`src/rtl/cam_capture.sv`:
```
// cam_capture: turns an 8-bit camera byte stream (Href/Vsync framing) into RGB pixel writes.
// Define CAM_CAPTURE_STATS_EN to add the frame_cnt/err_cnt statistics outputs.
module cam_capture #(
  parameter  int OUT_FMT = 0,
  parameter  int IMG_W   = 160,
  parameter  int IMG_H   = 120,
  parameter  int AW      = 15,
  localparam int DW      = (OUT_FMT == 0) ? 8 : (OUT_FMT == 1) ? 12 : 16
) (
  input  logic          Pclk,
  input  logic          Rst_n,
  input  logic [7:0]    Data,
  input  logic          Href,
  input  logic          Vsync,
  input  logic          Enable,
  output logic          regWrite,
  output logic [AW-1:0] addr_in,
  output logic [DW-1:0] data_in,
  output logic          frame_done,
  output logic          busy,
  output logic          overflow,
  output logic          line_err
`ifdef CAM_CAPTURE_STATS_EN
  ,
  output logic [15:0]   frame_cnt,
  output logic [15:0]   err_cnt
`endif
);

  if (OUT_FMT < 0 || OUT_FMT > 2) begin : g_bad_fmt
    $error("cam_capture: OUT_FMT must be 0, 1 or 2");
  end
  if (longint'(IMG_W) * longint'(IMG_H) > (longint'(1) << AW)) begin : g_bad_size
    $error("cam_capture: IMG_W*IMG_H does not fit in AW address bits");
  end

  // col saturates at IMG_W+1 so an over-long line still differs from IMG_W
  localparam int CW = $clog2(IMG_W + 2);
  localparam int RW = $clog2(IMG_H + 1);
  localparam logic [CW-1:0] COL_MAX = CW'(IMG_W);
  localparam logic [RW-1:0] ROW_MAX = RW'(IMG_H);

  typedef enum logic [2:0] {IDLE, ARMED, SYNC, CAPTURE, DONE} state_t;

  state_t        state;
  logic          phase;
  logic          href_q;
  logic [7:0]    byte0_p0;
  logic [CW-1:0] col;
  logic [RW-1:0] row;
  logic [AW-1:0] row_base;

  function automatic logic [DW-1:0] pack_pixel(input logic [7:0] b0, input logic [7:0] b1);
    logic [15:0] p;
    if (OUT_FMT == 0)      p = {8'h00, b0[7:5], b0[2:0], b1[4:3]};
    else if (OUT_FMT == 1) p = {4'h0, b0[7:4], b0[2:0], b1[7], b1[4:1]};
    else                   p = {b0, b1};
    return p[DW-1:0];
  endfunction

  // Stage p0: first byte of the pixel is held until its partner arrives
  always_ff @(posedge Pclk) begin
    if (state == CAPTURE && !Vsync && Href && !phase) byte0_p0 <= Data;
  end

  always_ff @(posedge Pclk or negedge Rst_n) begin
    if (!Rst_n) begin
      state      <= IDLE;
      regWrite   <= 1'b0;
      addr_in    <= '0;
      data_in    <= '0;
      frame_done <= 1'b0;
      busy       <= 1'b0;
      overflow   <= 1'b0;
      line_err   <= 1'b0;
      phase      <= 1'b0;
      href_q     <= 1'b0;
      col        <= '0;
      row        <= '0;
      row_base   <= '0;
    end else begin
      regWrite   <= 1'b0;
      frame_done <= 1'b0;
      line_err   <= 1'b0;
      case (state)
        IDLE: if (Enable) state <= ARMED;
        ARMED: begin
          if (!Enable)    state <= IDLE;
          else if (Vsync) state <= SYNC;
        end
        SYNC: begin
          if (!Enable) state <= IDLE;
          else if (!Vsync) begin
            state    <= CAPTURE;
            busy     <= 1'b1;
            overflow <= 1'b0;
            row_base <= '0;
            row      <= '0;
            col      <= '0;
            phase    <= 1'b0;
            href_q   <= 1'b0;
          end
        end
        CAPTURE: begin
          if (Vsync) begin
            // any half pixel in flight is discarded here
            state      <= DONE;
            busy       <= 1'b0;
            frame_done <= 1'b1;
            phase      <= 1'b0;
            href_q     <= 1'b0;
          end else begin
            href_q <= Href;
            if (Href) begin
              phase <= ~phase;
              if (phase) begin
                // Stage p1: pixel complete, write it out or flag it as out of frame
                if (col < COL_MAX && row < ROW_MAX) begin
                  regWrite <= 1'b1;
                  addr_in  <= row_base + AW'(col);
                  data_in  <= pack_pixel(byte0_p0, Data);
                end else begin
                  overflow <= 1'b1;
                end
                if (col <= COL_MAX) col <= col + 1'b1;
              end
            end else if (href_q) begin
              line_err <= phase | (col != COL_MAX);
              phase    <= 1'b0;
              col      <= '0;
              row_base <= row_base + AW'(IMG_W);
              if (row < ROW_MAX) row <= row + 1'b1;
            end
          end
        end
        DONE:    state <= Enable ? ARMED : IDLE;
        default: state <= IDLE;
      endcase
    end
  end

`ifdef CAM_CAPTURE_STATS_EN
  always_ff @(posedge Pclk or negedge Rst_n) begin
    if (!Rst_n) begin
      frame_cnt <= '0;
      err_cnt   <= '0;
    end else begin
      if (frame_done) frame_cnt <= frame_cnt + 16'd1;
      if (line_err && err_cnt != 16'hFFFF) err_cnt <= err_cnt + 16'd1;
    end
  end
`endif

endmodule
```
`config.mk`:
```
export PLATFORM = sky130hd
export DESIGN_NAME = cam_capture
export DESIGN_NICKNAME = d
export VERILOG_FILES = /design/src/rtl/cam_capture.sv
export SDC_FILE = /design/constraint.sdc
export NUM_CORES = 1
export LEC_CHECK = 0
export ABC_AREA = 1
export CAP_MARGIN = 20
export CORE_ASPECT_RATIO = 1.4
export CORE_MARGIN = 3
export CORE_UTILIZATION = 35
export DETAILED_ROUTE_END_ITERATION = 8
export PLACE_DENSITY = 0.61
export SLEW_MARGIN = 20
export SYNTH_ARGS = -nofsm -noshare
export SYNTH_HDL_FRONTEND = slang
export SYNTH_SLANG_ARGS = --single-unit
```
`constraint.sdc`:
```
create_clock -name Pclk -period 2.19 [get_ports Pclk]
set_clock_uncertainty 0.1 [all_clocks]
set_input_delay 0.438 -clock Pclk [delete_from_list [all_inputs] [get_ports Pclk]]
set_output_delay 0.438 -clock Pclk [all_outputs]
set_load 0.05 [all_outputs]
```
==> impl_metrics.tcl <==
set metrics [dict create \
    run_status "finished, violations left" \
    violations "hold timing" \
    grt_pass1_vias 2714 \
    cp_data_required_time_ns 1.65 \
    crit_arrival_ns 1.51 \
    cts_made_buffers 9 \
    clk_pin_slew_ns 0.06 \
    hpwl_um 4940 \
    final_core_util_pct 45.9 \
    pre_cts_ws_ns 0.106 \
    synthToLayoutAreaGrowth_pct 26.4 \
    cts-resized-gates 0 \
    critPathMaxFanout 2 \
    min-delay-path-class "primary input to asynchronous set/reset pin" \
    worstSkewPairLatency_ns 0.33 \
    yosysMostFrequentCell "nand2_1" \
    syn_area_per_cell_sq_um 7.84 \
    boundaryPins 41 \
    synth_common_cells "nand2_1, dfrtp_1, nand3_1" \
    rsz0062_at_grt "no" \
    drtPass1Iterations 4 \
    globalRouteOverflowTotal 0 \
    cp-endpoint "addr_in[2]" \
    first_iter_violations 165 \
    relSlewSlack_pct 65.9 \
    r2r_slack_ns 0.38 \
    synth_top_flop_cell "dfrtp_1" \
    totalWireLength_um 7000 \
    antenna_found_initial 0 \
    clock.fmax_ghz 0.488 \
    synth_edf_count 6 \
    ys_top_cells_by_area "dfrtp_1, nand2_1, nand3_1" \
    post_cts.repair.setup_buffers 0 \
    switching_share_pct 32.3 \
    switchingPower_uw 1250 \
    clkPwrFrac_pct 39.4 \
    routabilityCongestion 0.795 \
    fp.dieH_um 121 \
    routedWlPerCell_um 11.9 \
    vias 2806 \
    clock-root-buffer "clkbuf_16" \
    p_leak_uw 0.00201 \
    layout-drive-gt1-share_pct 9.17 \
    rows 41 \
    synth_cells 423 \
    critPathKind "flip-flop to output port" \
    slew_viol_final 0 \
    grt_pass1_wl_um 12200 \
    num-fill-cells 904 \
    cp_top_family "buffers and inverters" \
    clock_sinks 64 \
    grt_max_degree 59 \
    end_kind "output port" \
    timing.final.crit_share_pct 93.5 \
    drc 0 \
    tightest_slew_ns 0.509 \
    synth-seq-cells 64 \
    ant_nets 0 \
    r2r_start "col[0]" \
    crit_path_start_kind "flip-flop" \
    reg2regPathDepth 11 \
    timing.hold.ws_ns -0.00341 \
    setup_viol 0 \
    async_reset_ff_share_pct 90.6 \
    cts_max_level 3 \
    cpMaxStageDelayCell "clkdlybuf4s50_1" \
    nets 495 \
    num_antenna_cells 0 \
    intPower_uw 2630 \
    maxCapViolCount 0 \
    cts_buffer_depth 2 \
    yosys_warnings 0 \
    worstSetupStartpoint "addr_in[2]" \
    synth-seq-area-share_pct 49.2 \
    seqPwrFrac_pct 37.6 \
    rr_endpoint "col[6]" \
    core-area_sq_mm 0.00913 \
    ir_drop_v 0.000444 \
    fin_crit_ns 2.05 \
    cts_tree "done" \
    initial_utilization_pct 36.3 \
    finalHoldViolCount 10 \
    cp.buffers_inverters 1 \
    portBuffers 40 \
    worst-path-stages 1 \
    grt_usage_pct 14.6 \
    synth_top_area_share_pct 43.8 \
    via_per_inst 4.78 \
    p_per_area_mw_per_mm2 926 \
    yosys.area.top_type "dfrtp_1" \
    ctsHoldBuffers 0 \
    crit_path_max_incr_delay_ns 0.82 \
    path_cells "clkdlybuf4s50_1" \
    fin_ws_ns 0.143 \
    yosysUniqueCellTypes 28 \
    dieArea_sq_mm 0.0107 \
    setup-tns-final_ns 0 \
    p_comb_share_pct 23.0 \
    dieWidth_um 88.3 \
    synth_area_sq_mm 0.00332 \
    syn_nets 443 \
]
==> cell families (layout without fill, tap and decap cells) <==
kind of cell / count (synthesis) / count (layout) / synth area share, %
buffers and inverters: 47 / 104 / 6.11
adder cells (fa/ha/maj): 7 / 7 / 2.64
flip-flops: 64 / 64 / 49.2
AND/OR/NAND/NOR: 258 / 258 / 32.9
AO/OA/AOI/OAI: 36 / 36 / 6.26
XOR/XNOR: 11 / 11 / 2.91
==> routing by layer <==
metal	up-vias	wire length, um	GRT usage [%]
met5	-	0	0
met4	0	142	6.81
met3	12	277	3.26
met2	52	3370	24.0
met1	1287	3210	17.8
li1	1455	-	-
==> flip-flops by register name (all words and copies together), names as in the netlist <==
signal / flops
busy: 1
phase: 1
frame_done: 1
state: 3
data_in: 8
href_q: 1
overflow: 1
byte0_p0: 6
row: 7
row_base: 10
addr_in: 15
line_err: 1
col: 8
regWrite: 1
==> worst min-delay path by stage <==
stage / from / end / slack (ns) / cells after the start
6_report: Rst_n / addr_in[11] / -0.003 / 2
5_1_grt: Rst_n / addr_in[13] / 0.03 / 2
4_1_cts: Rst_n / addr_in[11] / 0.02 / 2
3_5_place_dp: byte0_p0[6] / data_in[6] / 0.34 / 2
3_3_place_gp: byte0_p0[0] / data_in[2] / 0.33 / 2
2_1_floorplan: Rst_n / addr_in[0] / 0.04 / 0
==> power by group through the flow <==
| stage | clock network [uW] | registers [uW] | logic (uW) |
|---|---|---|---|
| 6_report | 1530 | 1460 | 894 |
| 5_1_grt | 1610 | 1480 | 995 |
| 4_1_cts | 1560 | 1460 | 906 |
| 3_5_place_dp | 0 | 1480 | 898 |
| 3_3_place_gp | 0 | 1470 | 887 |
| 2_1_floorplan | 0 | 1680 | 390 |
==> layout by cell type, fill, tap and decap left out, types with 2 or more instances in the layout <==
cell type        count
inv_1               34
xor2_1               7
xnor2_1              4
bufinv_16            2
dfrtp_1             58
o21ai_2              2
buf_4                8
clkinv_4             2
clkinvlp_4           2
clkdlybuf4s50_1     39
o21ai_1              2
nand4_1              7
nor2_2               2
nor2_1              33
nand2_2              4
nand3_1             37
nor2_4               4
ha_1                 7
nand2_1            168
o211ai_1             2
o21ai_0             25
clkbuf_16            9
clkinv_1             2
a21oi_1              3
edfxtp_1             6
inv_2                4
==> area by class of cell <==
class | count | area [sq um] | area share, %
Sequential cell | 64 | 1630 | 38.9
Multi-Input combinational cell | 312 | 1480 | 35.4
Timing Repair Buffer | 49 | 475 | 11.3
Clock buffer | 9 | 225 | 5.37
Inverter | 39 | 146 | 3.49
Tap cell | 107 | 134 | 3.19
Clock inverter | 7 | 96.3 | 2.30
==> through the flow <==
step	cells	power, uW	cell area [sq um]
after floorplan	423	2070	3320
after global placement	571	2360	3870
after detailed placement	571	2380	3870
after CTS	587	3920	4190
after global routing	587	4090	4190
final	587	3880	4190
No activity file was read; power rests on OpenSTA's default activity.
==> variant, RTL diff (config.mk and constraints unchanged) <==
Add an input register stage for `Data`, `Href`, `Vsync` and `Enable`, with the module's reset; this delays them by one clock.
--- a/src/rtl/cam_capture.sv
+++ b/src/rtl/cam_capture.sv
@@ -28,2 +28,21 @@
 );
+
+  logic [7:0] Data_q;
+  logic Href_q;
+  logic Vsync_q;
+  logic Enable_q;
+
+  always_ff @(posedge Pclk or negedge Rst_n) begin
+    if (!Rst_n) begin
+      Data_q   <= '0;
+      Href_q   <= '0;
+      Vsync_q  <= '0;
+      Enable_q <= '0;
+    end else begin
+      Data_q   <= Data;
+      Href_q   <= Href;
+      Vsync_q  <= Vsync;
+      Enable_q <= Enable;
+    end
+  end
 
@@ -62,3 +81,3 @@
   always_ff @(posedge Pclk) begin
-    if (state == CAPTURE && !Vsync && Href && !phase) byte0_p0 <= Data;
+    if (state == CAPTURE && !Vsync_q && Href_q && !phase) byte0_p0 <= Data_q;
   end
@@ -85,10 +104,10 @@
       case (state)
-        IDLE: if (Enable) state <= ARMED;
+        IDLE: if (Enable_q) state <= ARMED;
         ARMED: begin
-          if (!Enable)    state <= IDLE;
-          else if (Vsync) state <= SYNC;
+          if (!Enable_q)    state <= IDLE;
+          else if (Vsync_q) state <= SYNC;
         end
         SYNC: begin
-          if (!Enable) state <= IDLE;
-          else if (!Vsync) begin
+          if (!Enable_q) state <= IDLE;
+          else if (!Vsync_q) begin
             state    <= CAPTURE;
@@ -104,3 +123,3 @@
         CAPTURE: begin
-          if (Vsync) begin
+          if (Vsync_q) begin
             // any half pixel in flight is discarded here
@@ -112,4 +131,4 @@
           end else begin
-            href_q <= Href;
-            if (Href) begin
+            href_q <= Href_q;
+            if (Href_q) begin
               phase <= ~phase;
@@ -120,3 +139,3 @@
                   addr_in  <= row_base + AW'(col);
-                  data_in  <= pack_pixel(byte0_p0, Data);
+                  data_in  <= pack_pixel(byte0_p0, Data_q);
                 end else begin
@@ -135,3 +154,3 @@
         end
-        DONE:    state <= Enable ? ARMED : IDLE;
+        DONE:    state <= Enable_q ? ARMED : IDLE;
         default: state <= IDLE;
Function: changed (a bounded check fails within 4 cycles, from zero or initial values and one cycle with Rst_n low).
==> variant against the original RTL <==
Count of clock-buffer cells in the layout did not move. Critical path type unchanged. Cell area rose by 7.7%. Routed wire length up 9.3%. Utilization decreased by 0.79 points. Worst setup slack lost 5.1 ps. Critical endpoint is now addr_in[9]. Total power is 1.0% higher. Sequential power rose by 13%. Sequential cell count up 11. Area after synthesis grew 9.8%.
==> variant: results (changes against the original RTL) <==
metric,value,unit,change
synth-compound-area-share,5.22,%,was 6.26%
drive_gt1_share,8.22,%,was 9.17%
switchingPower,1.33,mW,was 1.25 mW
rr_worst_depth,7,,was 11
post-place-ws,329,ps,was 106 ps
r2r-end,byte0_p0[5],,was col[6]
n_all_buffers,47,,was 49
inverters,42,,was 39
grt_pass1_vias,2913,,"was 2,714"
final_nets,514,,was 495
synth_async_sr_flop_share,92.0,%,was 90.6%
grt_max_degree,70,,was 59
detailed_place_hpwl,5.56,mm,was 4.94 mm
multiInputGateArea,1530,µm²,was 1480 µm²
synth-adder-area-share,2.41,%,was 2.64%
synth_common_cells,"nand2_1 (174), dfrtp_1 (69), nand3_1 (40)",,"was nand2_1 (168), dfrtp_1 (58), nand3_1 (37)"
grtUsageMet2,25.0,%,was 24.0%
synthXorXnorAreaFrac,1.92,%,was 2.91%
grt_use_met3,3.74,%,was 3.26%
drt-met1-wl,3.31,mm,was 3.21 mm
p_leak,2.20,nW,was 2.01 nW
vias_per_cell,4.60,,was 4.78
design_area,4510,µm²,was 4190 µm²
synth_fp_nets,461,,was 443
nonClkBufAreaFrac,10.2,%,was 11.3%
grt_pass1_wl,13.3,mm,was 12.2 mm
placed_area,4230,µm²,was 3870 µm²
wl_met3,304,µm,was 277 µm
wl_per_cell,12.1,µm,was 11.9 µm
irDropWorstVdd,442,µV,was 444 µV
placedCellCount,618,,was 571
outcome,finished clean,,was finished with violations
reg2reg_slack,320,ps,was 380 ps
register_area,1910,µm²,was 1630 µm²
routed_wl,7.65,mm,was 7.00 mm
-- variant: cell types whose count changed after synthesis, sizes merged, moves of 2 or more --
| cell | unedited run | this run |
|---|---|---|
| nor2 | 39 | 35 |
| o211ai | 2 | 0 |
| nand4 | 8 | 12 |
| nand2 | 172 | 176 |
| nor3 | 1 | 4 |
| dfrtp | 58 | 69 |
| nand3 | 37 | 41 |
| xnor2 | 4 | 2 |
| buf | 6 | 4 |
| inv | 38 | 41 |
-- variant: worst register-to-register path, stage by stage, from the launching register on --
cell,delay (ps)
dfrtp_1,440
inv_1,120
nor2_4,140
nand2_2,150
nor2_4,210
nand2_1,130
nor2_1,110
buf_4,170
-- variant: worst max-delay path by stage --
stage                  end        start  cells after the start
2_1_floorplan  byte0_p0[0]     state[1]                      6
3_3_place_gp    addr_in[1]     state[2]                      8
3_5_place_dp    addr_in[0]     state[2]                      8
4_1_cts        addr_in[14]  addr_in[14]                      1
5_1_grt        addr_in[14]  addr_in[14]                      1
6_report        addr_in[9]   addr_in[9]                      1
